--- src/rtl/sram_port_arbiter_if.sv ---
// -----------------------------------------------------------------------------
// sram_port_arbiter_if
//   Bundles every bus signal around the SRAM port arbiter: the instruction-fetch
//   requester, the load/store requester and the unified single-port SRAM.
//
//   Groups
//     inst_*  : req/addr in, gnt/rvalid/rdata out (fetch side, read only)
//     data_*  : req/we/addr/wdata in, gnt/rvalid/rdata out (load/store side)
//     sram_*  : en/we/addr/wdata out, rdata in (rdata valid the cycle after en)
//
//   Modports
//     slave   : the arbiter's view (consumes requests, drives grants and SRAM)
//     master  : the environment's view (requesters plus the SRAM itself)
// -----------------------------------------------------------------------------
interface sram_port_arbiter_if #(
  parameter int ADDR_W = 32,
  parameter int DATA_W = 32
);
  localparam int BE_W = DATA_W / 8;

  // fetch side
  logic              inst_req;
  logic [ADDR_W-1:0] inst_addr;
  logic              inst_gnt;
  logic              inst_rvalid;
  logic [DATA_W-1:0] inst_rdata;

  // load/store side
  logic              data_req;
  logic [BE_W-1:0]   data_we;
  logic [ADDR_W-1:0] data_addr;
  logic [DATA_W-1:0] data_wdata;
  logic              data_gnt;
  logic              data_rvalid;
  logic [DATA_W-1:0] data_rdata;

  // SRAM side
  logic              sram_en;
  logic [BE_W-1:0]   sram_we;
  logic [ADDR_W-1:0] sram_addr;
  logic [DATA_W-1:0] sram_wdata;
  logic [DATA_W-1:0] sram_rdata;

  modport slave (
    input  inst_req, inst_addr,
    output inst_gnt, inst_rvalid, inst_rdata,
    input  data_req, data_we, data_addr, data_wdata,
    output data_gnt, data_rvalid, data_rdata,
    output sram_en, sram_we, sram_addr, sram_wdata,
    input  sram_rdata
  );

  modport master (
    output inst_req, inst_addr,
    input  inst_gnt, inst_rvalid, inst_rdata,
    output data_req, data_we, data_addr, data_wdata,
    input  data_gnt, data_rvalid, data_rdata,
    input  sram_en, sram_we, sram_addr, sram_wdata,
    output sram_rdata
  );
endinterface

--- src/rtl/sram_port_arbiter.sv ---
// -----------------------------------------------------------------------------
// sram_port_arbiter
//   Shares one single-port SRAM (1-cycle read latency) between instruction
//   fetch and data load/store. Grants are combinational in the request cycle;
//   the response (rvalid/rdata) follows exactly one cycle after the grant.
//   Data wins by default; after STARVE_MAX consecutive data grants with a
//   fetch waiting, the fetch is forced through.
//
//   Ports
//     clk  : clock, all state on posedge
//     rst  : synchronous active-high reset; also gates grants/responses
//     bus  : sram_port_arbiter_if.slave (fetch, load/store and SRAM signals)
//
//   Parameters
//     ADDR_W, DATA_W : bus widths (byte enables are DATA_W/8 wide)
//     STARVE_MAX     : data grants tolerated while a fetch waits (>= 1)
// -----------------------------------------------------------------------------
module sram_port_arbiter #(
  parameter int ADDR_W     = 32,
  parameter int DATA_W     = 32,
  parameter int STARVE_MAX = 4
) (
  input  logic               clk,
  input  logic               rst,
  sram_port_arbiter_if.slave bus
);
  localparam int BE_W  = DATA_W / 8;
  localparam int CNT_W = (STARVE_MAX < 1) ? 1 : $clog2(STARVE_MAX + 1);
  localparam logic [CNT_W-1:0] STARVE_LIM = CNT_W'(STARVE_MAX);

  // Who owns the SRAM read port response in the current cycle.
  typedef enum logic [1:0] {
    OWNER_NONE = 2'd0,
    OWNER_INST = 2'd1,
    OWNER_DATA = 2'd2
  } owner_e;

  owner_e           resp_owner_q, resp_owner_d;
  logic [CNT_W-1:0] starve_cnt_q, starve_cnt_d;

  logic force_inst;
  logic inst_gnt;
  logic data_gnt;
  logic sram_en;
  logic inst_rvalid;
  logic data_rvalid;

  // ---------------------------------------------------------------------------
  // Arbitration. Grants are gated by rst so nothing reaches the SRAM while the
  // block is held in reset, even though the state clears only on the edge.
  // ---------------------------------------------------------------------------
  always_comb begin
    force_inst = bus.inst_req & (starve_cnt_q == STARVE_LIM);
    inst_gnt   = ~rst & bus.inst_req & (~bus.data_req | force_inst);
    data_gnt   = ~rst & bus.data_req & ~inst_gnt;
  end

  assign sram_en = inst_gnt | data_gnt;

  // ---------------------------------------------------------------------------
  // SRAM drive: address from the granted side, write enables only for data.
  // Everything is forced to zero in idle cycles.
  // ---------------------------------------------------------------------------
  always_comb begin
    bus.sram_addr = '0;
    if (inst_gnt) begin
      bus.sram_addr = bus.inst_addr;
    end else if (data_gnt) begin
      bus.sram_addr = bus.data_addr;
    end
  end

  assign bus.sram_en    = sram_en;
  assign bus.sram_we    = data_gnt ? bus.data_we : {BE_W{1'b0}};
  assign bus.sram_wdata = sram_en ? bus.data_wdata : {DATA_W{1'b0}};
  assign bus.inst_gnt   = inst_gnt;
  assign bus.data_gnt   = data_gnt;

  // ---------------------------------------------------------------------------
  // Starvation counter: counts data grants taken while a fetch is waiting.
  // A fetch grant or a withdrawn fetch request restarts the count. It stops at
  // STARVE_LIM, where force_inst guarantees the next cycle clears it.
  // ---------------------------------------------------------------------------
  always_comb begin
    starve_cnt_d = starve_cnt_q;
    if (inst_gnt || !bus.inst_req) begin
      starve_cnt_d = '0;
    end else if (data_gnt && (starve_cnt_q != STARVE_LIM)) begin
      starve_cnt_d = starve_cnt_q + CNT_W'(1);
    end
  end

  // ---------------------------------------------------------------------------
  // Response owner: the side granted this cycle owns next cycle's read data.
  // ---------------------------------------------------------------------------
  always_comb begin
    resp_owner_d = OWNER_NONE;
    if (inst_gnt) begin
      resp_owner_d = OWNER_INST;
    end else if (data_gnt) begin
      resp_owner_d = OWNER_DATA;
    end
  end

  always_ff @(posedge clk) begin
    if (rst) begin
      resp_owner_q <= OWNER_NONE;
      starve_cnt_q <= '0;
    end else begin
      resp_owner_q <= resp_owner_d;
      starve_cnt_q <= starve_cnt_d;
    end
  end

  // A response already in flight when rst rises is dropped by the rst gate.
  assign inst_rvalid = ~rst & (resp_owner_q == OWNER_INST);
  assign data_rvalid = ~rst & (resp_owner_q == OWNER_DATA);

  assign bus.inst_rvalid = inst_rvalid;
  assign bus.data_rvalid = data_rvalid;
  assign bus.inst_rdata  = inst_rvalid ? bus.sram_rdata : {DATA_W{1'b0}};
  assign bus.data_rdata  = data_rvalid ? bus.sram_rdata : {DATA_W{1'b0}};

endmodule

--- src/flat_wrapper.sv ---
// flat-port wrapper written by rule: the top's interface ports become plain ports
module sram_port_arbiter_flat 
#(
  parameter int ADDR_W     = 32,
  parameter int DATA_W     = 32,
  parameter int STARVE_MAX = 4
)
  (clk, rst, bus_inst_req, bus_inst_addr, bus_inst_gnt, bus_inst_rvalid, bus_inst_rdata, bus_data_req, bus_data_we, bus_data_addr, bus_data_wdata, bus_data_gnt, bus_data_rvalid, bus_data_rdata, bus_sram_en, bus_sram_we, bus_sram_addr, bus_sram_wdata, bus_sram_rdata);
  sram_port_arbiter_if #(.ADDR_W(ADDR_W), .DATA_W(DATA_W)) bus_i ();
  input  logic clk;
  input  logic rst;
  input wire logic [$bits(bus_i.inst_req)-1:0] bus_inst_req;
  input wire logic [$bits(bus_i.inst_addr)-1:0] bus_inst_addr;
  output wire logic [$bits(bus_i.inst_gnt)-1:0] bus_inst_gnt;
  output wire logic [$bits(bus_i.inst_rvalid)-1:0] bus_inst_rvalid;
  output wire logic [$bits(bus_i.inst_rdata)-1:0] bus_inst_rdata;
  input wire logic [$bits(bus_i.data_req)-1:0] bus_data_req;
  input wire logic [$bits(bus_i.data_we)-1:0] bus_data_we;
  input wire logic [$bits(bus_i.data_addr)-1:0] bus_data_addr;
  input wire logic [$bits(bus_i.data_wdata)-1:0] bus_data_wdata;
  output wire logic [$bits(bus_i.data_gnt)-1:0] bus_data_gnt;
  output wire logic [$bits(bus_i.data_rvalid)-1:0] bus_data_rvalid;
  output wire logic [$bits(bus_i.data_rdata)-1:0] bus_data_rdata;
  output wire logic [$bits(bus_i.sram_en)-1:0] bus_sram_en;
  output wire logic [$bits(bus_i.sram_we)-1:0] bus_sram_we;
  output wire logic [$bits(bus_i.sram_addr)-1:0] bus_sram_addr;
  output wire logic [$bits(bus_i.sram_wdata)-1:0] bus_sram_wdata;
  input wire logic [$bits(bus_i.sram_rdata)-1:0] bus_sram_rdata;
  assign bus_i.inst_req = bus_inst_req;
  assign bus_i.inst_addr = bus_inst_addr;
  assign bus_inst_gnt = bus_i.inst_gnt;
  assign bus_inst_rvalid = bus_i.inst_rvalid;
  assign bus_inst_rdata = bus_i.inst_rdata;
  assign bus_i.data_req = bus_data_req;
  assign bus_i.data_we = bus_data_we;
  assign bus_i.data_addr = bus_data_addr;
  assign bus_i.data_wdata = bus_data_wdata;
  assign bus_data_gnt = bus_i.data_gnt;
  assign bus_data_rvalid = bus_i.data_rvalid;
  assign bus_data_rdata = bus_i.data_rdata;
  assign bus_sram_en = bus_i.sram_en;
  assign bus_sram_we = bus_i.sram_we;
  assign bus_sram_addr = bus_i.sram_addr;
  assign bus_sram_wdata = bus_i.sram_wdata;
  assign bus_i.sram_rdata = bus_sram_rdata;
  sram_port_arbiter #(.ADDR_W(ADDR_W), .DATA_W(DATA_W), .STARVE_MAX(STARVE_MAX)) u_core (.clk(clk), .rst(rst), .bus(bus_i));
endmodule
--- config.mk ---
export PLATFORM = sky130hd
export DESIGN_NAME = sram_port_arbiter_flat
export DESIGN_NICKNAME = d
export VERILOG_FILES = /design/src/rtl/sram_port_arbiter_if.sv /design/src/rtl/sram_port_arbiter.sv /design/src/flat_wrapper.sv
export SDC_FILE = /design/constraint.sdc
export NUM_CORES = 1
export LEC_CHECK = 0
export ABC_AREA = 1
export BUFFER_PORTS_ARGS = -buffer_cell sky130_fd_sc_hd__buf_2
export CORE_AREA = 2 2 105 107
export CTS_CLUSTER_SIZE = 12
export DETAILED_ROUTE_END_ITERATION = 12
export DIE_AREA = 0 0 107 109
export REMOVE_ABC_BUFFERS = 1
export SETUP_SLACK_MARGIN = 0.1
export SKIP_LAST_GASP = 1
export SYNTH_ARGS = -nofsm -noshare
export SYNTH_HDL_FRONTEND = slang
export SYNTH_SLANG_ARGS = --single-unit
--- constraint.sdc ---
create_clock -name clk -period 2 [get_ports clk]
set_clock_uncertainty 0.1 [all_clocks]
set_input_delay 0.4 -clock clk [delete_from_list [all_inputs] [get_ports clk]]
set_output_delay 0.4 -clock clk [all_outputs]
set_load 0.01 [all_outputs]
==> impl_metrics.toml, run 1 <==
[die]
fp-row-count = 38
start_util_pct = 14.43
fp.dieW_um = 107
fp.dieArea_um2 = 11660
die_h_um = 109
core_region_area_um2 = 10600
io_pins = 273

[sta]
setup_viol_count_final = 0
fmax_mhz = 517.4
rsz0062_at_grt = "yes"
finalMaxSlewViolations = 0
layout_worst_path_cycle_share_pct = 96.63
finalSetupTns_ns = 0
relSlewSlack_pct = 81.54
tightest_slew_ns = 0.2762
layout_min_cycle_time_ns = 1.933
hold_violations = 0

[critical_path]
crit_fanout = 5
worstSetupStartpointType = "flop"
crit_chain = "inv_2 > ha_4 > nand2_4 > nand2_8 > nand2_8 > buf_6 > buf_6 > nand3_2 > nand2_2 > buf_6"
crit_arrival_ns = 1.43
cp_top_family = "buffers and inverters"
cp.required_ns = 1.50
cpPeakStageDelay_ns = 0.31
cp_common_cell = "buf_6"
critPathKind = "flop to primary output"
crit_slowest_cell = "dfxtp_2"
end_kind = "primary output"
crit_buf_inv = 4

[cts]
path_clk_slew_ns = 0.04
cts-root-buf = "clkbuf_8"
cts_buffers = 3
clockBufferDepth = 2
clkSinkCount = 5
cts_hold_buffers = 0
clk_latency_ns = 0.22
h-tree-depth = 1
cts_tree = "yes"

[power_and_ir_drop]
total_power_mw = 0.8749
ir_worst_vdd_mv = 0.1017
leakage_nw = 2.455
p_per_area_nw_per_um2 = 257.6

[global_route]
met1_usage_pct = 15.25
grt_use_met2_pct = 26.80
grt_use_met3_pct = 1.494
grt-ovfl-total = 0
grt_usage_pct = 13.47
antenna_found_initial = 1
grt_max_degree = 34
first_global_vias = 2393
grt_busiest_layer = "met2"
grt_pass1_wl_um = 12200

[yosys]
syn_area_um2 = 1530
synth_edf_count = 0
async_reset_ff_share_pct = 0
ys_warn_count = 0
ys_ff_latch = 5
ys.flop_type = "dfxtp_1"
synth-seq-area-share_pct = 6.541
syn_area_per_cell_um2 = 4.767
ys_types = 15
syn_inst = 321

[routing]
drc = 0
dr.pass1.iters = 4
route.final.wire_length_um = 8731
vias = 2800
routedWlPerCell_um = 11.85
ant_nets = 0
drt_iter0_drc = 160
viasPerCell = 3.799

[cells_and_area]
ff_latch_area_um2 = 102.6
nets = 736
area_growth_pct = 121.9
antenna_cells = 0
drive_gt1_share_pct = 56.11
fillCellCount = 1231
multi_input_area_um2 = 1105

[min_path]
min_path_type = "flop to flop"

[flow_run]
maxCapViolCount = 0

[placement]
dp_hpwl_um = 7446
gp_congestion = 0.7506
io_buffers = 272

[outcome]
status = "complete, no violations"
[worst register-to-register path: cells and delay by family (launching register included)]
| kind | cells | cell delay (ns) |
|---|---|---|
| AND/OR/NAND/NOR | 3 | 0.25 |
| flip-flops | 1 | 0.32 |
| adder cells (fa/ha/maj) | 1 | 0.15 |
| buffers and inverters | 4 | 0.31 |
[cells by family (layout without fill, tap and decap cells)]
kind of cell	Yosys count	after routing	share of synthesized area, %
buffers and inverters	103	379	30.09
xor gates and xnor gates	1	1	0.5725
adders and majority gates	2	2	1.635
DFF	5	5	6.542
and+or+nand+nor	210	210	61.16
[synthesized netlist by cell type, types with 2 or more instances]
cell	instances	area share, %
buf_2	11	3.6
buf_4	4	2.0
buf_6	6	4.4
dfxtp_1	5	6.5
ha_1	2	1.6
inv_1	80	20
inv_2	2	0.49
nand2_1	36	8.8
nand3_1	58	19
nand3_2	8	5.2
nor2_1	104	26
nor2_4	2	1.5
[registers in the layout (all words and copies together) (netlist names)]
register,flops
u_core.resp_owner_q,2
u_core.starve_cnt_q,3
[worst paths after layout]
kind                               start                     end  slack, ns  cells after the start
setup / recovery  u_core.starve_cnt_q[0]       bus_sram_addr[20]       0.07                     10
hold / removal    u_core.starve_cnt_q[0]  u_core.starve_cnt_q[0]       0.40                      2
setup reg to reg  u_core.starve_cnt_q[1]  u_core.resp_owner_q[0]       0.75                      8
hold reg to reg   u_core.starve_cnt_q[0]  u_core.starve_cnt_q[0]       0.40                      2
[what timing repair did]
item | CTS | global route
endpoints found under the setup margin | 38 | 37
pin swaps | 4 | 6
cloned | 1 | 0
buffers inserted | 7 | 1
resized for setup | 19 | 25
[routing by layer]
metal	routed length, um	vias to the layer above
met5	13	-
met4	41	2
met3	658	4
met2	4604	154
met1	3412	1161
li1	-	1479
[cell usage in the layout, fill, tap and decap left out, types with 2 or more instances in the layout]
| cell | synthesis | layout |
|---|---|---|
| buf_2 | 11 | 269 |
| nor2_1 | 104 | 104 |
| inv_1 | 80 | 78 |
| nand3_1 | 58 | 43 |
| nand2_1 | 36 | 31 |
| nand3_2 | 8 | 22 |
| buf_12 | 0 | 8 |
| buf_4 | 4 | 8 |
| buf_6 | 6 | 7 |
| inv_2 | 2 | 4 |
| nand2_2 | 1 | 4 |
| clkbuf_8 | 0 | 3 |
| dfxtp_1 | 5 | 3 |
| nand2_8 | 0 | 2 |
| nor2_4 | 2 | 2 |
| dfxtp_2 | 0 | 2 |
[final cells by class]
type | instances | share of cell area [%]
clock buffer | 4 | 1.326
sequential | 5 | 3.021
inverter | 82 | 9.064
multi-input combinational | 213 | 32.53
timing repair buffer | 293 | 48.89
tap | 140 | 5.158
[metrics by stage]
stage,util [%],worst slack [ns],area [um2],cells,hold slack (ns)
after global routing,32.03,0.01179,3396,737,0.4224
after detailed placement,29.30,0.1547,3107,726,0.3446
final,32.03,0.06732,3396,737,0.4030
after floorplan,-,-0.1352,1378,300,0.3173
after global placement,29.30,0.1573,3107,726,0.3344
after CTS,31.27,0.01972,3316,738,0.3995
[power by group]
part / internal [mW] / switching (mW)
combinational: 0.275 / 0.306
sequential: 0.104 / 0.00126
clock: 0.137 / 0.0516
total: 0.516 / 0.359
(Power assumes the default switching activity.)
==> run 2, diff against run 1 <==
Settings changed: SETUP_SLACK_MARGIN 0.1 to 0.2.
==> impl_metrics.toml, run 2 (synthesis results as in run 1) <==
[cts]
cts_tree = "yes"
cts-root-buf = "clkbuf_8"
cts_buffers = 3
clockBufferDepth = 2
path_clk_slew_ns = 0.04
h-tree-depth = 1
clkSinkCount = 5
clk_latency_ns = 0.23

[sta]
fmax_mhz = 510.2
layout_worst_path_cycle_share_pct = 98.01
layout_min_cycle_time_ns = 1.960
finalSetupTns_ns = 0
setup_viol_count_final = 0
hold_violations = 0
relSlewSlack_pct = 84.28
setup_slack_ns = 0.03988
rsz0062_at_grt = "yes"
finalMaxSlewViolations = 0
hold_slack_ns = 0.4044
tightest_slew_ns = 0.2353

[die]
core_region_area_um2 = 10600
die_h_um = 109
io_pins = 273
fp.dieW_um = 107
fp-row-count = 38
fp.dieArea_um2 = 11660
start_util_pct = 14.43

[global_route]
grt_max_degree = 34
grt_usage_pct = 13.49
grt_pass1_wl_um = 12250
antenna_found_initial = 1
first_global_vias = 2402
grt-ovfl-total = 0

[critical_path]
worstSetupStartpointType = "flop"
endpoint = "bus_sram_addr[2]"
critPathKind = "flop to primary output"
r2r_start = "u_core.starve_cnt_q[0]"
crit_arrival_ns = 1.46
end_kind = "primary output"
r2r_cells = 9
crit_start = "u_core.starve_cnt_q[0]"
crit_fanout = 7
timing.rr.end = "u_core.resp_owner_q[0]"
cp.required_ns = 1.50
r2r_slack_ns = 0.68

[routing]
vias = 2845
drt_iter0_drc = 199
met3WireLength_um = 672
dr.pass1.iters = 5
routedWlPerCell_um = 11.75
wl_met1_um = 3433
dr.max_layer_used = "met5"
viasPerCell = 3.834
drc = 0
wl_met2_um = 4518
ant_nets = 0
route.final.wire_length_um = 8716

[outcome]
status = "complete, no violations"

[cells_and_area]
nets = 740
largest_reg_flops = 3
drive_gt1_share_pct = 56.41
area_growth_pct = 124.5
largest_registers = "u_core.starve_cnt_q (3), u_core.resp_owner_q (2)"
final_common_cell = "buf_2"
fin_util_pct = 32.41
final_cell_mix = "269 x buf_2, 101 x nor2_1, 78 x inv_1, 47 x nand3_1, 30 x nand2_1"
ff_latch_area_um2 = 102.6
fillCellCount = 1239
multi_input_area_um2 = 1091
top_register = "u_core.starve_cnt_q"

[flow_run]
maxCapViolCount = 0

[placement]
dp_slack_ns = 0.1547
gp_congestion = 0.7506
io_buffers = 272
dp_hpwl_um = 7446

[power_and_ir_drop]
ir_worst_vdd_mv = 0.1119
total_power_mw = 0.8886
leakage_nw = 2.481
p_per_area_nw_per_um2 = 258.6

[min_path]
min_path_type = "flop to flop"
## run 2: cell count changes in the layout (fill, tap and decap cells not counted), sizes merged
cell / change
buf: +4
diode: +1
## run 2: worst max-delay path, stage by stage (launching register included)
cell,delay [ns]
dfxtp_2,0.31
inv_2,0.06
ha_4,0.13
nand2_4,0.05
nand2_4,0.09
nand2_8,0.08
buf_6,0.13
buf_12,0.13
nand3_1,0.06
nand2_1,0.05
buf_2,0.13
## run 2: final cells by class
type | count | share of cell area [%]
diodes | 1 | 0.07283
clock buffers | 4 | 1.311
inverters | 82 | 8.958
multi-input cells | 213 | 31.76
flip-flops and latches | 5 | 2.986
well taps | 140 | 5.098
repair buffers | 297 | 49.82
## run 2: where the power goes
group,switching [mW],internal [mW]
Combinational,0.307,0.282
Sequential,0.00124,0.104
Clock,0.0578,0.137
Total,0.366,0.523
## run 2: per-layer routing
metal	vias up	GRT usage, %
met1	1190	15.39
met5	-	0
met3	7	1.494
met4	2	3.061
li1	1491	-
met2	155	26.71
## run 2: what timing repair did
item / CTS / global route
endpoints found under the setup margin: 38 / 72
gates cloned: 1 / 0
pin swaps: 4 / 6
buffers inserted: 8 / 2
hold buffers: 0 / 0
gates resized for setup: 21 / 20
## run 2: worst min path at each step
stage	start	slack, ns	to	depth (start not counted)
2_1_floorplan	u_core.starve_cnt_q[0]	0.32	u_core.starve_cnt_q[0]	1
4_1_cts	u_core.starve_cnt_q[0]	0.40	u_core.starve_cnt_q[0]	2
3_3_place_gp	u_core.starve_cnt_q[0]	0.33	u_core.starve_cnt_q[0]	1
6_report	u_core.starve_cnt_q[0]	0.40	u_core.starve_cnt_q[0]	2
5_1_grt	u_core.starve_cnt_q[0]	0.42	u_core.starve_cnt_q[0]	2
3_5_place_dp	u_core.starve_cnt_q[0]	0.34	u_core.starve_cnt_q[0]	1
## run 2: through the flow
stage | cell area, um2 | cells
floorplan | 1378 | 300
CTS | 3331 | 739
global placement | 3107 | 726
finish | 3436 | 742
detailed placement | 3107 | 726
global route | 3433 | 741
==> run 3, diff against run 2 <==
Clock period 2 ns to 2.05 ns, I/O delays scaled along.
==> impl_metrics.toml, run 3 (synthesis results as in run 1) <==
[outcome]
status = "complete, no violations"

[critical_path]
crit_fanout = 7
worstSetupStartpointType = "flop"
cp.required_ns = 1.54
r2r_slack_ns = 0.68
critPathKind = "flop to primary output"
crit_arrival_ns = 1.51
r2r_cells = 9
end_kind = "primary output"

[placement]
placed_cells = 726
gp_congestion = 0.7489
dp_hpwl_um = 7436
io_buffers = 272

[die]
fp-row-count = 38
fp.dieArea_um2 = 11660
fp.dieW_um = 107
start_util_pct = 14.43
io_pins = 273
core_region_area_um2 = 10600
die_h_um = 109

[cts]
path_clk_slew_ns = 0.03
clkSinkCount = 5
clk_latency_ns = 0.22
clockBufferDepth = 2
cts-root-buf = "clkbuf_8"
cts_hold_buffers = 0
cts_tree = "yes"
h-tree-depth = 1
cts_buffers = 3

[power_and_ir_drop]
power_switching_mw = 0.3725
ir_worst_vdd_mv = 0.1553
sequentialPowerShare_pct = 11.1
internal_power_mw = 0.5509
total_power_mw = 0.9235
leakage_nw = 2.565
p_per_area_nw_per_um2 = 249.4
clkPwrFrac_pct = 19.6
pwr-share-comb_pct = 69.3
switching_share_pct = 40.34

[sta]
layout_min_cycle_time_ns = 2.015
hold_violations = 0
setup_viol_count_final = 0
relSlewSlack_pct = 83.12
finalMaxSlewViolations = 0
layout_worst_path_cycle_share_pct = 98.31
tightest_slew_ns = 0.2527
fmax_mhz = 496.2
rsz0062_at_grt = "yes"
finalSetupTns_ns = 0

[cells_and_area]
fin_util_pct = 34.92
top_register = "u_core.starve_cnt_q"
finalNonFillerCells = 747
largest_reg_flops = 3
drive_gt1_share_pct = 59.14
final_common_cell = "buf_2"
final_cell_mix = "259 x buf_2, 97 x nor2_1, 76 x inv_1, 40 x nand3_1, 29 x nand2_1"
antenna_cells = 0
largest_registers = "u_core.starve_cnt_q (3), u_core.resp_owner_q (2)"
nets = 746
area_growth_pct = 141.9

[global_route]
grt-ovfl-total = 0
grt_max_degree = 34
grt_pass1_wl_um = 12450
first_global_vias = 2461
grt_usage_pct = 13.66
antenna_found_initial = 1

[routing]
vias = 2889
dr.pass1.iters = 6
route.final.wire_length_um = 9237
routedWlPerCell_um = 12.37
drc = 0
ant_nets = 0
viasPerCell = 3.867
drt_iter0_drc = 160

[min_path]
min_path_type = "flop to flop"
hold_depth = 2

[flow_run]
maxCapViolCount = 0
## run 3: per-stage QoR
step	setup WS, ns	area (um2)	hold slack, ns
finish	0.03460	3702	0.4046
global route	-0.04619	3702	0.4168
CTS	0.04786	3356	0.4045
detailed placement	0.2044	3094	0.3434
global placement	0.1982	3094	0.3331
floorplan	-0.09525	1378	0.3173
## run 3: layout make-up
type	count	area, um2
Inverter	82	315.3
Clock buffer	4	45.04
Sequential cell	5	102.6
Tap cell	140	175.2
Timing Repair Buffer	303	1884
Fill cell	1204	6900
Multi-Input combinational cell	213	1180
## run 3: worst paths after layout
check | from | end
setup / recovery | u_core.starve_cnt_q[0] | bus_sram_addr[17]
setup reg to reg | u_core.starve_cnt_q[0] | u_core.resp_owner_q[1]
hold reg to reg | u_core.starve_cnt_q[0] | u_core.starve_cnt_q[0]
hold / removal | u_core.starve_cnt_q[0] | u_core.starve_cnt_q[0]
## run 3: timing repair
| action | in CTS | in global routing |
|---|---|---|
| setup buffers | 6 | 6 |
| cloned | 2 | 3 |
| resized for setup | 24 | 50 |
| endpoints found under the setup margin | 38 | 42 |
| pin swaps | 3 | 8 |
## run 3: routing by layer
layer,share of wire [%],track usage (%),routed length (um),up-vias
li1,-,-,-,1502
met1,37,15.46,3440,1213
met2,53,26.80,4905,164
met3,8.5,2.212,789,8
met4,0.94,2.783,87,2
met5,0.14,0,13,-
## run 3: critical path: stages (launching register included)
cell and delay (ns):
dfxtp_2 0.31, inv_2 0.07, ha_4 0.14, nand2_4 0.05, nand2_4 0.11, nand2_8 0.07, buf_12 0.15, buf_12 0.14
nand3_2 0.05, nand2_1 0.05, buf_2 0.14
## run 3: power groups by stage
stage | sequential, mW | clock, mW | combinational, mW
floorplan | 0.103 | 0 | 0.218
global placement | 0.103 | 0 | 0.527
detailed placement | 0.104 | 0 | 0.528
CTS | 0.102 | 0.185 | 0.568
global route | 0.102 | 0.197 | 0.702
finish | 0.102 | 0.181 | 0.640
